`config.mk`:
```
export PLATFORM = sky130hd
export DESIGN_NAME = fft_mem_arbiter
export DESIGN_NICKNAME = d
export VERILOG_FILES = /design/src/rtl/fft_mem_arbiter.sv
export SDC_FILE = /design/constraint.sdc
export NUM_CORES = 1
export LEC_CHECK = 0
export BUFFER_PORTS_ARGS = -buffer_cell sky130_fd_sc_hd__buf_2
export CORE_AREA = 2 2 92 94
export CTS_CLUSTER_SIZE = 20
export DETAILED_ROUTE_END_ITERATION = 7
export DIE_AREA = 0 0 94 96
export PLACE_DENSITY_LB_ADDON = 0.15
export RECOVER_POWER = 100
export SKIP_CTS_REPAIR_TIMING = 1
export SLEW_MARGIN = 40
export SYNTH_ARGS = -nofsm -noshare
export SYNTH_HDL_FRONTEND = slang
export SYNTH_SLANG_ARGS = --single-unit
export TNS_END_PERCENT = 50
```
`constraint.sdc`:
```
create_clock -name clk_i -period 2.94 [get_ports clk_i]
set_clock_uncertainty 0.15 [all_clocks]
set_input_delay 0.441 -clock clk_i [delete_from_list [all_inputs] [get_ports clk_i]]
set_output_delay 0.441 -clock clk_i [all_outputs]
set_load 0.05 [all_outputs]
```
`src/rtl/fft_mem_arbiter.sv`:
```
// FFT sample memory arbiter.
// Shares one single-port 2048x32 memory between the host bridge and the FFT
// engine. The memory is split into two ping-pong banks: the engine works in
// the active bank (bank_sel_o), the host in the other one. A short
// drain/swap sequence exchanges the banks once no read is left in flight.
module fft_mem_arbiter #(
    parameter int unsigned ADDR_WIDTH    = 11,
    parameter int unsigned DATA_WIDTH    = 32,
    parameter int unsigned MAX_ENG_BURST = 8
) (
    input  logic                  clk_i,
    input  logic                  reset_i,

    // Host (bridge) requester, works in the inactive bank
    input  logic                  host_req_i,
    input  logic                  host_we_i,
    input  logic [ADDR_WIDTH-2:0] host_addr_i,
    input  logic [DATA_WIDTH-1:0] host_wdata_i,
    output logic                  host_gnt_o,
    output logic                  host_rvalid_o,
    output logic [DATA_WIDTH-1:0] host_rdata_o,

    // FFT engine requester, works in the active bank
    input  logic                  eng_req_i,
    input  logic                  eng_we_i,
    input  logic [ADDR_WIDTH-2:0] eng_addr_i,
    input  logic [DATA_WIDTH-1:0] eng_wdata_i,
    output logic                  eng_gnt_o,
    output logic                  eng_rvalid_o,
    output logic [DATA_WIDTH-1:0] eng_rdata_o,

    // Bank exchange
    input  logic                  swap_req_i,
    output logic                  bank_sel_o,
    output logic                  swap_done_o,

    // Single-port memory
    output logic                  mem_en_o,
    output logic                  mem_we_o,
    output logic [ADDR_WIDTH-1:0] mem_addr_o,
    output logic [DATA_WIDTH-1:0] mem_wdata_o,
    input  logic [DATA_WIDTH-1:0] mem_rdata_i
);

    // Starvation counter is 8 bits wide; MAX_ENG_BURST is limited to 1..255.
    localparam logic [7:0] MaxBurst = 8'(MAX_ENG_BURST);

    typedef enum logic [1:0] {
        StIdle,
        StDrain,
        StSwap
    } state_e;

    state_e     state_q, state_d;
    logic       bank_q, bank_d;
    logic [7:0] starve_q, starve_d;
    logic       eng_pend_q, eng_pend_d;
    logic       host_pend_q, host_pend_d;

    logic       arb_en;
    logic       host_starved;
    logic       eng_gnt;
    logic       host_gnt;

    // Arbitration: engine first, unless the waiting host has sat out a full
    // engine burst. Grants are masked during reset so outputs are 0 at once.
    always_comb begin
        arb_en       = (state_q == StIdle) && !reset_i;
        host_starved = host_req_i && (starve_q == MaxBurst);
        eng_gnt      = arb_en && eng_req_i && !host_starved;
        host_gnt     = arb_en && host_req_i && !eng_gnt;
    end

    // Starvation counter: counts engine grants taken while the host waits.
    always_comb begin
        starve_d = starve_q;
        if (!host_req_i || host_gnt) begin
            starve_d = '0;
        end else if (eng_gnt && (starve_q != MaxBurst)) begin
            starve_d = starve_q + 8'd1;
        end
    end

    // Drain/swap sequencer: one drain cycle lets a read granted alongside
    // the swap request return, then the swap cycle flips the bank.
    always_comb begin
        state_d = state_q;
        bank_d  = bank_q;
        case (state_q)
            StIdle: begin
                if (swap_req_i) begin
                    state_d = StDrain;
                end
            end
            StDrain: begin
                state_d = StSwap;
            end
            StSwap: begin
                state_d = StIdle;
                bank_d  = ~bank_q;
            end
            default: begin
                state_d = StIdle;
            end
        endcase
    end

    // Read tracking: a granted read returns data on the following cycle.
    always_comb begin
        eng_pend_d  = eng_gnt && !eng_we_i;
        host_pend_d = host_gnt && !host_we_i;
    end

    // State registers.
    always_ff @(posedge clk_i or posedge reset_i) begin
        if (reset_i) begin
            state_q     <= StIdle;
            bank_q      <= 1'b0;
            starve_q    <= '0;
            eng_pend_q  <= 1'b0;
            host_pend_q <= 1'b0;
        end else begin
            state_q     <= state_d;
            bank_q      <= bank_d;
            starve_q    <= starve_d;
            eng_pend_q  <= eng_pend_d;
            host_pend_q <= host_pend_d;
        end
    end

    // Memory port follows the granted requester in the same cycle; the host
    // always lands in the bank the engine is not using.
    always_comb begin
        mem_en_o    = 1'b0;
        mem_we_o    = 1'b0;
        mem_addr_o  = '0;
        mem_wdata_o = '0;
        if (eng_gnt) begin
            mem_en_o    = 1'b1;
            mem_we_o    = eng_we_i;
            mem_addr_o  = {bank_q, eng_addr_i};
            mem_wdata_o = eng_wdata_i;
        end else if (host_gnt) begin
            mem_en_o    = 1'b1;
            mem_we_o    = host_we_i;
            mem_addr_o  = {~bank_q, host_addr_i};
            mem_wdata_o = host_wdata_i;
        end
    end

    // Requester-side outputs; read data is forced to 0 outside rvalid.
    always_comb begin
        eng_gnt_o     = eng_gnt;
        host_gnt_o    = host_gnt;
        eng_rvalid_o  = eng_pend_q;
        host_rvalid_o = host_pend_q;
        eng_rdata_o   = eng_pend_q ? mem_rdata_i : '0;
        host_rdata_o  = host_pend_q ? mem_rdata_i : '0;
        bank_sel_o    = bank_q;
        swap_done_o   = (state_q == StSwap);
    end

endmodule
```
==> results.yml, run 1 <==
worst_setup_path:
  cp-start-kind: "flop"
  rr_startpoint: "state_q[1]"
  end_kind: "output port"
  path_max_fanout: 47
  r2r_end: "starve_q[5]"
  path_class: "reg -> out"
  arrival_ns: 2.16
  reg2reg_slack_ns: 0.19
  worst-r2r-cell-count: 4
  cp_data_required_time_ns: 2.35
layout:
  layout-drive-gt1-share_pct: 42.93
  antennaDiodeCount: 0
  nets: 543
  area_delta_synth_final_pct: 81.75
logic_synthesis:
  yosysWarnings: 0
  ys_seq_area_share_pct: 20.72
  synth_ff_type: "dfrtp_1"
  ys_seq_elements: 13
  synth_area_leader_cell: "and2_1"
  syn_area_um2: 1570
  syn_nets: 315
  yosys.area.top_type_share_pct: 25.90
  synth_edf_count: 0
  syn_avg_cell_area_um2: 8.265
  yosys-top-cells-area: "and2_1, a22o_1, dfrtp_1"
  async_flop_share_pct: 100.0
  ys_types: 34
  synth_common_cells: "and2_1, a22o_1, dfrtp_1, buf_2, clkbuf_1"
  synth.most_common_cell: "and2_1"
  netlist_instances: 190
sta:
  post-route-min-period_ns: 2.755
  hold_violations: 0
  grt_setup_unrepaired: "false"
  fin_setup_tns_ns: 0
  report.final.slew_viol_count: 0
  post-route-period-util_pct: 93.69
  hold_slack_ns: 0.09066
  finalSetupViolCount: 0
  clock.fmax_ghz: 0.3630
  tightest_slew_ns: 1.353
  slew_headroom_pct: 9.253
pwr:
  p_leak_nw: 1.469
  power_density_nw_per_um2: 326.0
  ir_drop_mv: 0.3023
place:
  gp_congestion: 0.7694
  io_buffers: 237
  dp_hpwl_um: 6313
global_route:
  grt_use_total_pct: 14.38
  grt_pass1_vias: 2030
  grt_pass1_wl_um: 10170
  antenna_found_initial: 0
  overflow: 0
  grt_start_max_net_pins: 48
routing:
  postRouteAntennaNets: 0
  initialDrtViolationCount: 51
  num_vias: 2325
  routed_via_density: 4.454
  drc_errors: 0
  wirelength_um: 7606
  first_pass_iters: 4
  avgRoutedWirePerCell_um: 14.57
cts:
  clk_path_buf_depth: 2
  insertion_delay_ns: 0.24
  cts_sinks: 13
  clk_root_buffer_cell: "clkbuf_8"
  cts_tree: "done"
  htree_num_levels: 1
  clk_pin_slew_ns: 0.05
  cts_buffers: 3
floorplan:
  start_util_pct: 19.50
  fp.coreArea_um2: 8051
  fp-row-count: 33
  pin_count: 238
  die_x_um: 94
  fp.dieH_um: 96
  die_area_um2: 9024
worst_hold_path:
  min_path_type: "in -> async"
flow_run:
  maxCapViolCount: 0
outcome:
  status: "complete, no violations"
==> registers in the layout, indices dropped and copies added (netlist names) <==
name           count
state_q            2
bank_sel_o         1
starve_q           8
eng_rvalid_o       1
host_rvalid_o      1
==> cell type report <==
| cell class | instances | area, um^2 |
|---|---|---|
| Fill cell | 899 | 5197 |
| Timing Repair Buffer | 239 | 1189 |
| Multi-Input combinational cell | 157 | 1149 |
| Sequential cell | 13 | 325.3 |
| Tap cell | 105 | 131.4 |
| Clock buffer | 4 | 45.04 |
| Inverter | 4 | 15.01 |
==> report_power, final <==
| part | leakage (nW) | total (mW) | internal, mW | switching (mW) |
|---|---|---|---|---|
| Sequential | 0.176 | 0.215 | 0.192 | 0.0227 |
| Combinational | 1.27 | 0.560 | 0.172 | 0.388 |
| Clock | 0.0228 | 0.156 | 0.0955 | 0.0604 |
==> cell usage in the layout (no fill, tap or decap), types with 2 or more instances in the layout <==
master,n
buf_2,122
clkbuf_1,71
and2_1,65
a22o_1,44
clkbuf_2,40
dfrtp_1,13
nand2_1,5
buf_12,5
inv_1,4
a21oi_1,4
nand3_1,4
nor2b_1,3
a31oi_1,3
clkbuf_8,3
or3_1,2
mux2_2,2
nand2b_1,2
nor3_1,2
o21ai_1,2
xnor2_1,2
ha_1,2
clkbuf_4,2
==> stage by stage <==
stage	cells	utilization [%]	worst slack (ns)	instance area, um^2	total power, mW
floorplan	190	-	0.2788	1570	0.5959
global placement	518	36.81	0.3974	2964	0.8052
detailed placement	518	36.81	0.3669	2964	0.8041
CTS	522	37.37	0.1028	3009	0.9656
global route	522	35.45	0.02663	2854	0.9827
finish	522	35.45	0.1855	2854	0.9304
==> critical path, stage by stage, from the launching register on <==
cell	delay [ns]
dfrtp_1	0.42
or3_1	0.46
a311oi_4	0.28
buf_12	0.27
a22o_1	0.21
clkbuf_2	0.28
==> how the worst max path moves through the flow <==
stage                 from               to  slack (ns)  cells past startpoint
2_1_floorplan  starve_q[0]  mem_wdata_o[18]        0.28                      7
3_3_place_gp       reset_i         mem_we_o        0.40                      7
3_5_place_dp   starve_q[0]  mem_wdata_o[17]        0.37                      8
4_1_cts        starve_q[0]  mem_wdata_o[17]        0.10                      8
5_1_grt         state_q[1]         mem_we_o        0.03                      6
6_report        state_q[1]  mem_wdata_o[17]        0.19                      5
==> kinds of logic (layout without fill, tap and decap cells) <==
family | Yosys count | in the layout | synth area share [%]
AND/OR/NAND/NOR | 91 | 91 | 36.89
XOR/XNOR | 3 | 3 | 1.674
flip-flops | 13 | 13 | 20.72
adder cells (fa/ha/maj) | 2 | 2 | 1.593
multiplexers | 3 | 3 | 2.072
buffers and inverters | 20 | 247 | 6.454
AO/OA/AOI/OAI | 58 | 58 | 30.60
==> metal layers <==
metal / global-route usage, % / wire length, um
met4: 2.415 / 46
met5: 0 / 0
met3: 4.307 / 923
met2: 24.52 / 3718
met1: 18.24 / 2918
Power figures use the tool's default switching activity.
==> inputs of run 2 (changes only) <==
Settings changed: REMOVE_ABC_BUFFERS from default to 1.
==> run 2 against run 1 <==
Combinational power down 1%. Sequential power about the same. Design area shrank 1.1%. Sequential share of layout area rose by 0.12 points. Critical path type unchanged. Critical endpoint is now mem_wdata_o[3]. Largest cell class unchanged.
==> results.yml, run 2 (synthesis gave the netlist of run 1 again) <==
layout:
  antennaDiodeCount: 0
  fill_cells: 904
  largest_register_ffs: 8
  nets: 544
  multi_input_area_um2: 1145
  layout_commonest_cell: "buf_2"
  largest_registers: "starve_q (8), state_q (2)"
  top_register: "starve_q"
  area.sequential_um2: 325.3
  layout-drive-gt1-share_pct: 43.06
  area_delta_synth_final_pct: 79.84
  final_cell_mix: "buf_2, clkbuf_1, and2_1, a22o_1, clkbuf_2"
cts:
  cts_buffers: 3
  clk_path_buf_depth: 2
  insertion_delay_ns: 0.24
  cts_sinks: 13
  htree_num_levels: 1
  clk_root_buffer_cell: "clkbuf_8"
  clk_pin_slew_ns: 0.05
  cts_tree: "done"
sta:
  clock.fmax_ghz: 0.3596
  tightest_slew_ns: 1.227
  post-route-period-util_pct: 94.58
  hold_violations: 0
  report.final.slew_viol_count: 0
  fin_setup_tns_ns: 0
  finalSetupViolCount: 0
  post-route-min-period_ns: 2.781
  grt_setup_unrepaired: "false"
  hold_slack_ns: 0.1087
  slew_headroom_pct: 17.68
worst_setup_path:
  cp-start-kind: "flop"
  arrival_ns: 2.19
  rr_startpoint: "state_q[1]"
  worst-r2r-cell-count: 4
  reg2reg_slack_ns: 0.23
  crit_start: "starve_q[0]"
  path_class: "reg -> out"
  cp_data_required_time_ns: 2.35
  end_kind: "output port"
  path_max_fanout: 44
global_route:
  grt_use_total_pct: 14.03
  grt_start_max_net_pins: 48
  grt_pass1_vias: 1988
  antenna_found_initial: 0
  overflow: 0
  grt_pass1_wl_um: 9963
routing:
  avgRoutedWirePerCell_um: 14.43
  first_pass_iters: 4
  routed_via_density: 4.333
  drc_errors: 0
  initialDrtViolationCount: 72
  num_vias: 2266
  postRouteAntennaNets: 0
  wirelength_um: 7545
floorplan:
  fp-row-count: 33
  fp.dieH_um: 96
  fp.coreArea_um2: 8051
  start_util_pct: 19.50
  die_area_um2: 9024
  pin_count: 238
  die_x_um: 94
pwr:
  p_leak_nw: 1.470
  power_density_nw_per_um2: 327.9
  ir_drop_mv: 0.2282
outcome:
  status: "complete, no violations"
place:
  gp_congestion: 0.7518
  io_buffers: 237
  dp_hpwl_um: 6343
worst_hold_path:
  min_path_type: "in -> async"
flow_run:
  maxCapViolCount: 0
[run 2: cell count changes in the layout (fill, tap and decap cells not counted), sizes merged]
cell | before | now
buf | 127 | 130
clkbuf | 116 | 114
[run 2: layout make-up]
class	count	share of cell area, %
clock buffers	4	1.595
inverters	4	0.5317
multi-input cells	157	40.54
flip-flops and latches	13	11.52
well taps	105	4.652
repair buffers	240	41.16
[run 2: per-stage QoR]
stage                     power, mW  worst slack [ns]  cells  utilization (%)  cell area [um^2]
after floorplan              0.5886            -4.345    174                -              1484
after global placement       0.7787            0.3762    518            35.70              2874
after detailed placement     0.7802            0.3295    518            35.70              2874
after CTS                    0.9436           0.05654    522            36.25              2919
after global routing         0.9707          0.003625    523            35.07              2824
final                        0.9258            0.1595    523            35.07              2824
[run 2: worst paths after layout]
check	endpoint
worst min register to register	state_q[1]
min in group clk_i	eng_rvalid_o
worst min-delay path	state_q[0]
max in group asynchronous	starve_q[0]
worst max-delay path	mem_wdata_o[3]
worst max register to register	starve_q[5]
[run 2: power breakdown]
part	total (mW)	internal [mW]	switching [mW]	leakage (nW)
registers	0.214	0.192	0.0219	0.176
logic	0.553	0.167	0.386	1.27
clock network	0.159	0.0957	0.0632	0.0228
total	0.926	0.455	0.471	1.47
[run 2: critical path: stages, from the launching register on]
cell and delay (ns):
dfrtp_1 0.41, inv_1 0.09, ha_1 0.15, nor4b_4 0.29, a21oi_1 0.15, nor2_2 0.15, buf_12 0.23, a22o_1 0.20
buf_2 0.27
[run 2: per-layer routing]
layer | vias to the layer above | track usage [%] | routed length (um)
met5 | - | 0 | 0
met3 | 2 | 2.819 | 751
met4 | 0 | 1.087 | 17
met1 | 990 | 17.61 | 2978
li1 | 1138 | - | -
met2 | 136 | 25.83 | 3798
==> inputs of run 3 (changes only) <==
Settings changed: ABC_AREA from default to 1, CORE_AREA 2 2 92 94 to 2 2 93 95, DIE_AREA 0 0 94 96 to 0 0 95 97.
==> run 3 against run 2 <==
Synthesized cell count up 100%. Final cell count up 37%. Maximum frequency is 2.3% higher. Sequential cell count unchanged. Non-clock buffer count rose by 4. Setup slack better by 0.064 ns. Critical path type unchanged. Highest routed layer unchanged. Power is 15% higher. Die area is 2.1% higher. Critical path depth unchanged. Hold slack about the same.
==> results.yml, run 3 <==
outcome:
  status: "complete, no violations"
floorplan:
  fp.coreArea_um2: 8134
  die_area_um2: 9215
  pin_count: 238
  fp-row-count: 33
  start_util_pct: 28.30
  fp.dieH_um: 97
  die_x_um: 95
cts:
  clk_root_buffer_cell: "clkbuf_8"
  cts_buffers: 3
  clk_path_buf_depth: 2
  cts_tree: "done"
  insertion_delay_ns: 0.24
  cts_sinks: 13
  htree_num_levels: 1
  clk_pin_slew_ns: 0.05
worst_setup_path:
  rr_startpoint: "starve_q[0]"
  path_max_fanout: 44
  worst-r2r-cell-count: 8
  crit_start: "starve_q[0]"
  reg2reg_slack_ns: 1.11
  end_kind: "output port"
  cp_data_required_time_ns: 2.35
  path_class: "reg -> out"
  r2r_end: "host_rvalid_o"
  arrival_ns: 2.13
  cp-start-kind: "flop"
sta:
  grt_setup_unrepaired: "false"
  slew_headroom_pct: 8.286
  finalSetupViolCount: 0
  fin_setup_tns_ns: 0
  clock.fmax_ghz: 0.3681
  post-route-period-util_pct: 92.41
  report.final.slew_viol_count: 0
  hold_violations: 0
  tightest_slew_ns: 1.376
  post-route-min-period_ns: 2.717
routing:
  wirelength_um: 8693
  routed_via_density: 4.353
  postRouteAntennaNets: 0
  num_vias: 3117
  avgRoutedWirePerCell_um: 12.14
  drc_errors: 0
  first_pass_iters: 4
  initialDrtViolationCount: 67
place:
  io_buffers: 237
  gp_congestion: 0.7744
  dp_hpwl_um: 7122
  placed_area_um2: 3481
layout:
  finalInstanceArea_um2: 3456
  fill_cells: 931
  top_register: "starve_q"
  largest_registers: "starve_q (8), state_q (2)"
  final_cell_mix: "nand2_1, buf_2, inv_1, clkbuf_2, nand3_1"
  largest_register_ffs: 8
  area_delta_synth_final_pct: 50.11
  layout_commonest_cell: "nand2_1"
  layout-drive-gt1-share_pct: 41.90
  antennaDiodeCount: 0
  nets: 737
flow_run:
  maxCapViolCount: 0
worst_hold_path:
  min_path_type: "in -> async"
logic_synthesis:
  ys_types: 26
  synth_edf_count: 0
  synth_area_leader_cell: "nand2_1"
  yosys.area.top_type_share_pct: 22.17
  syn_avg_cell_area_um2: 5.949
  syn_area_um2: 2302
  ys_seq_elements: 13
  ys_seq_area_share_pct: 14.13
  netlist_instances: 387
  synth_ff_type: "dfrtp_1"
  yosysWarnings: 0
  yosys-top-cells-area: "nand2_1, nand3_2, dfrtp_1"
  async_flop_share_pct: 100.0
  synth_common_cells: "nand2_1, inv_1, nand3_1, nand3_2, nor2_1"
  synth.most_common_cell: "nand2_1"
pwr:
  p_int_mw: 0.4660
  pwr-share-clk_pct: 14.9
  ir_drop_mv: 0.1919
  power_frac_comb_pct: 65.4
  switchingPower_mw: 0.6012
  pwr-share-seq_pct: 19.7
  swShare_pct: 56.34
  power_density_nw_per_um2: 308.8
  p_leak_nw: 2.399
global_route:
  overflow: 0
  antenna_found_initial: 0
  grt_pass1_vias: 2976
  grt_pass1_wl_um: 13670
  grt_start_max_net_pins: 46
  grt_use_total_pct: 18.05
run 3: cell types whose count changed in the layout (fill, tap and decap cells not counted), sizes merged, moves of 7 or more:
| cell | previous run | this run |
|---|---|---|
| a22o | 44 | 0 |
| and2 | 65 | 0 |
| buf | 130 | 137 |
| inv | 4 | 79 |
| nand2 | 5 | 140 |
| nand3 | 4 | 96 |
| nor2 | 2 | 18 |
run 3: area by class of cell:
cell class	instances	area (um^2)	share of cell area [%]
Clock buffer	4	45.04	1.303
Inverter	80	305.3	8.834
Timing Repair Buffer	244	1204	34.83
Multi-Input combinational cell	270	1445	41.82
Tap cell	105	131.4	3.802
Sequential cell	13	325.3	9.413
run 3: critical path, cell delays in order, from the launching register on:
cell	delay, ns
dfrtp_1	0.42
inv_1	0.10
ha_1	0.17
nand3_1	0.08
nor2_1	0.28
nand2_4	0.32
nand3_1	0.17
nand2_1	0.07
clkbuf_2	0.24
run 3: metrics by stage:
| step | worst slack [ns] | std cells | utilization (%) | hold WS [ns] | total power, mW |
|---|---|---|---|---|---|
| after floorplan | 0.03891 | 363 | - | 0.2148 | 0.6909 |
| after global placement | 0.4881 | 712 | 42.79 | 0.3215 | 0.9231 |
| after detailed placement | 0.4429 | 712 | 42.79 | 0.3327 | 0.9262 |
| after CTS | 0.2710 | 716 | 43.35 | 0.07369 | 1.092 |
| after global routing | 0.06495 | 716 | 42.49 | 0.1822 | 1.130 |
| final | 0.2231 | 716 | 42.49 | 0.1083 | 1.067 |
run 3: how the worst max path moves through the flow:
stage	to	slack (ns)	cells past startpoint
after floorplan	mem_en_o	0.04	5
after global placement	mem_wdata_o[30]	0.49	8
after detailed placement	mem_wdata_o[31]	0.44	8
after CTS	mem_wdata_o[31]	0.27	7
after global routing	mem_wdata_o[10]	0.06	8
final	mem_we_o	0.22	8
run 3: routing by layer:
metal | vias to the layer above | global-route usage [%] | share of wire [%]
li1 | 1616 | - | -
met1 | 1336 | 19.15 | 36
met5 | - | 0 | 0
met4 | 0 | 3.679 | 1.4
met2 | 157 | 36.22 | 54
met3 | 8 | 2.726 | 9.0
run 3: cell families after synthesis:
kind of cell | count (synthesis) | synth area share (%)
DFF | 13 | 14.13
buffers and inverters | 104 | 22.66
and+or+nand+nor | 256 | 59.02
adders and majority gates | 2 | 1.087
xor gates and xnor gates | 3 | 1.142
AOI/OAI and AO/OA | 9 | 1.956
run 3: power by group through the flow:
stage	clock, mW	sequential, mW	combinational (mW)
after floorplan	0	0.243	0.448
after global placement	0	0.212	0.711
after detailed placement	0	0.212	0.714
after CTS	0.167	0.210	0.716
after global routing	0.173	0.212	0.745
final	0.159	0.210	0.698
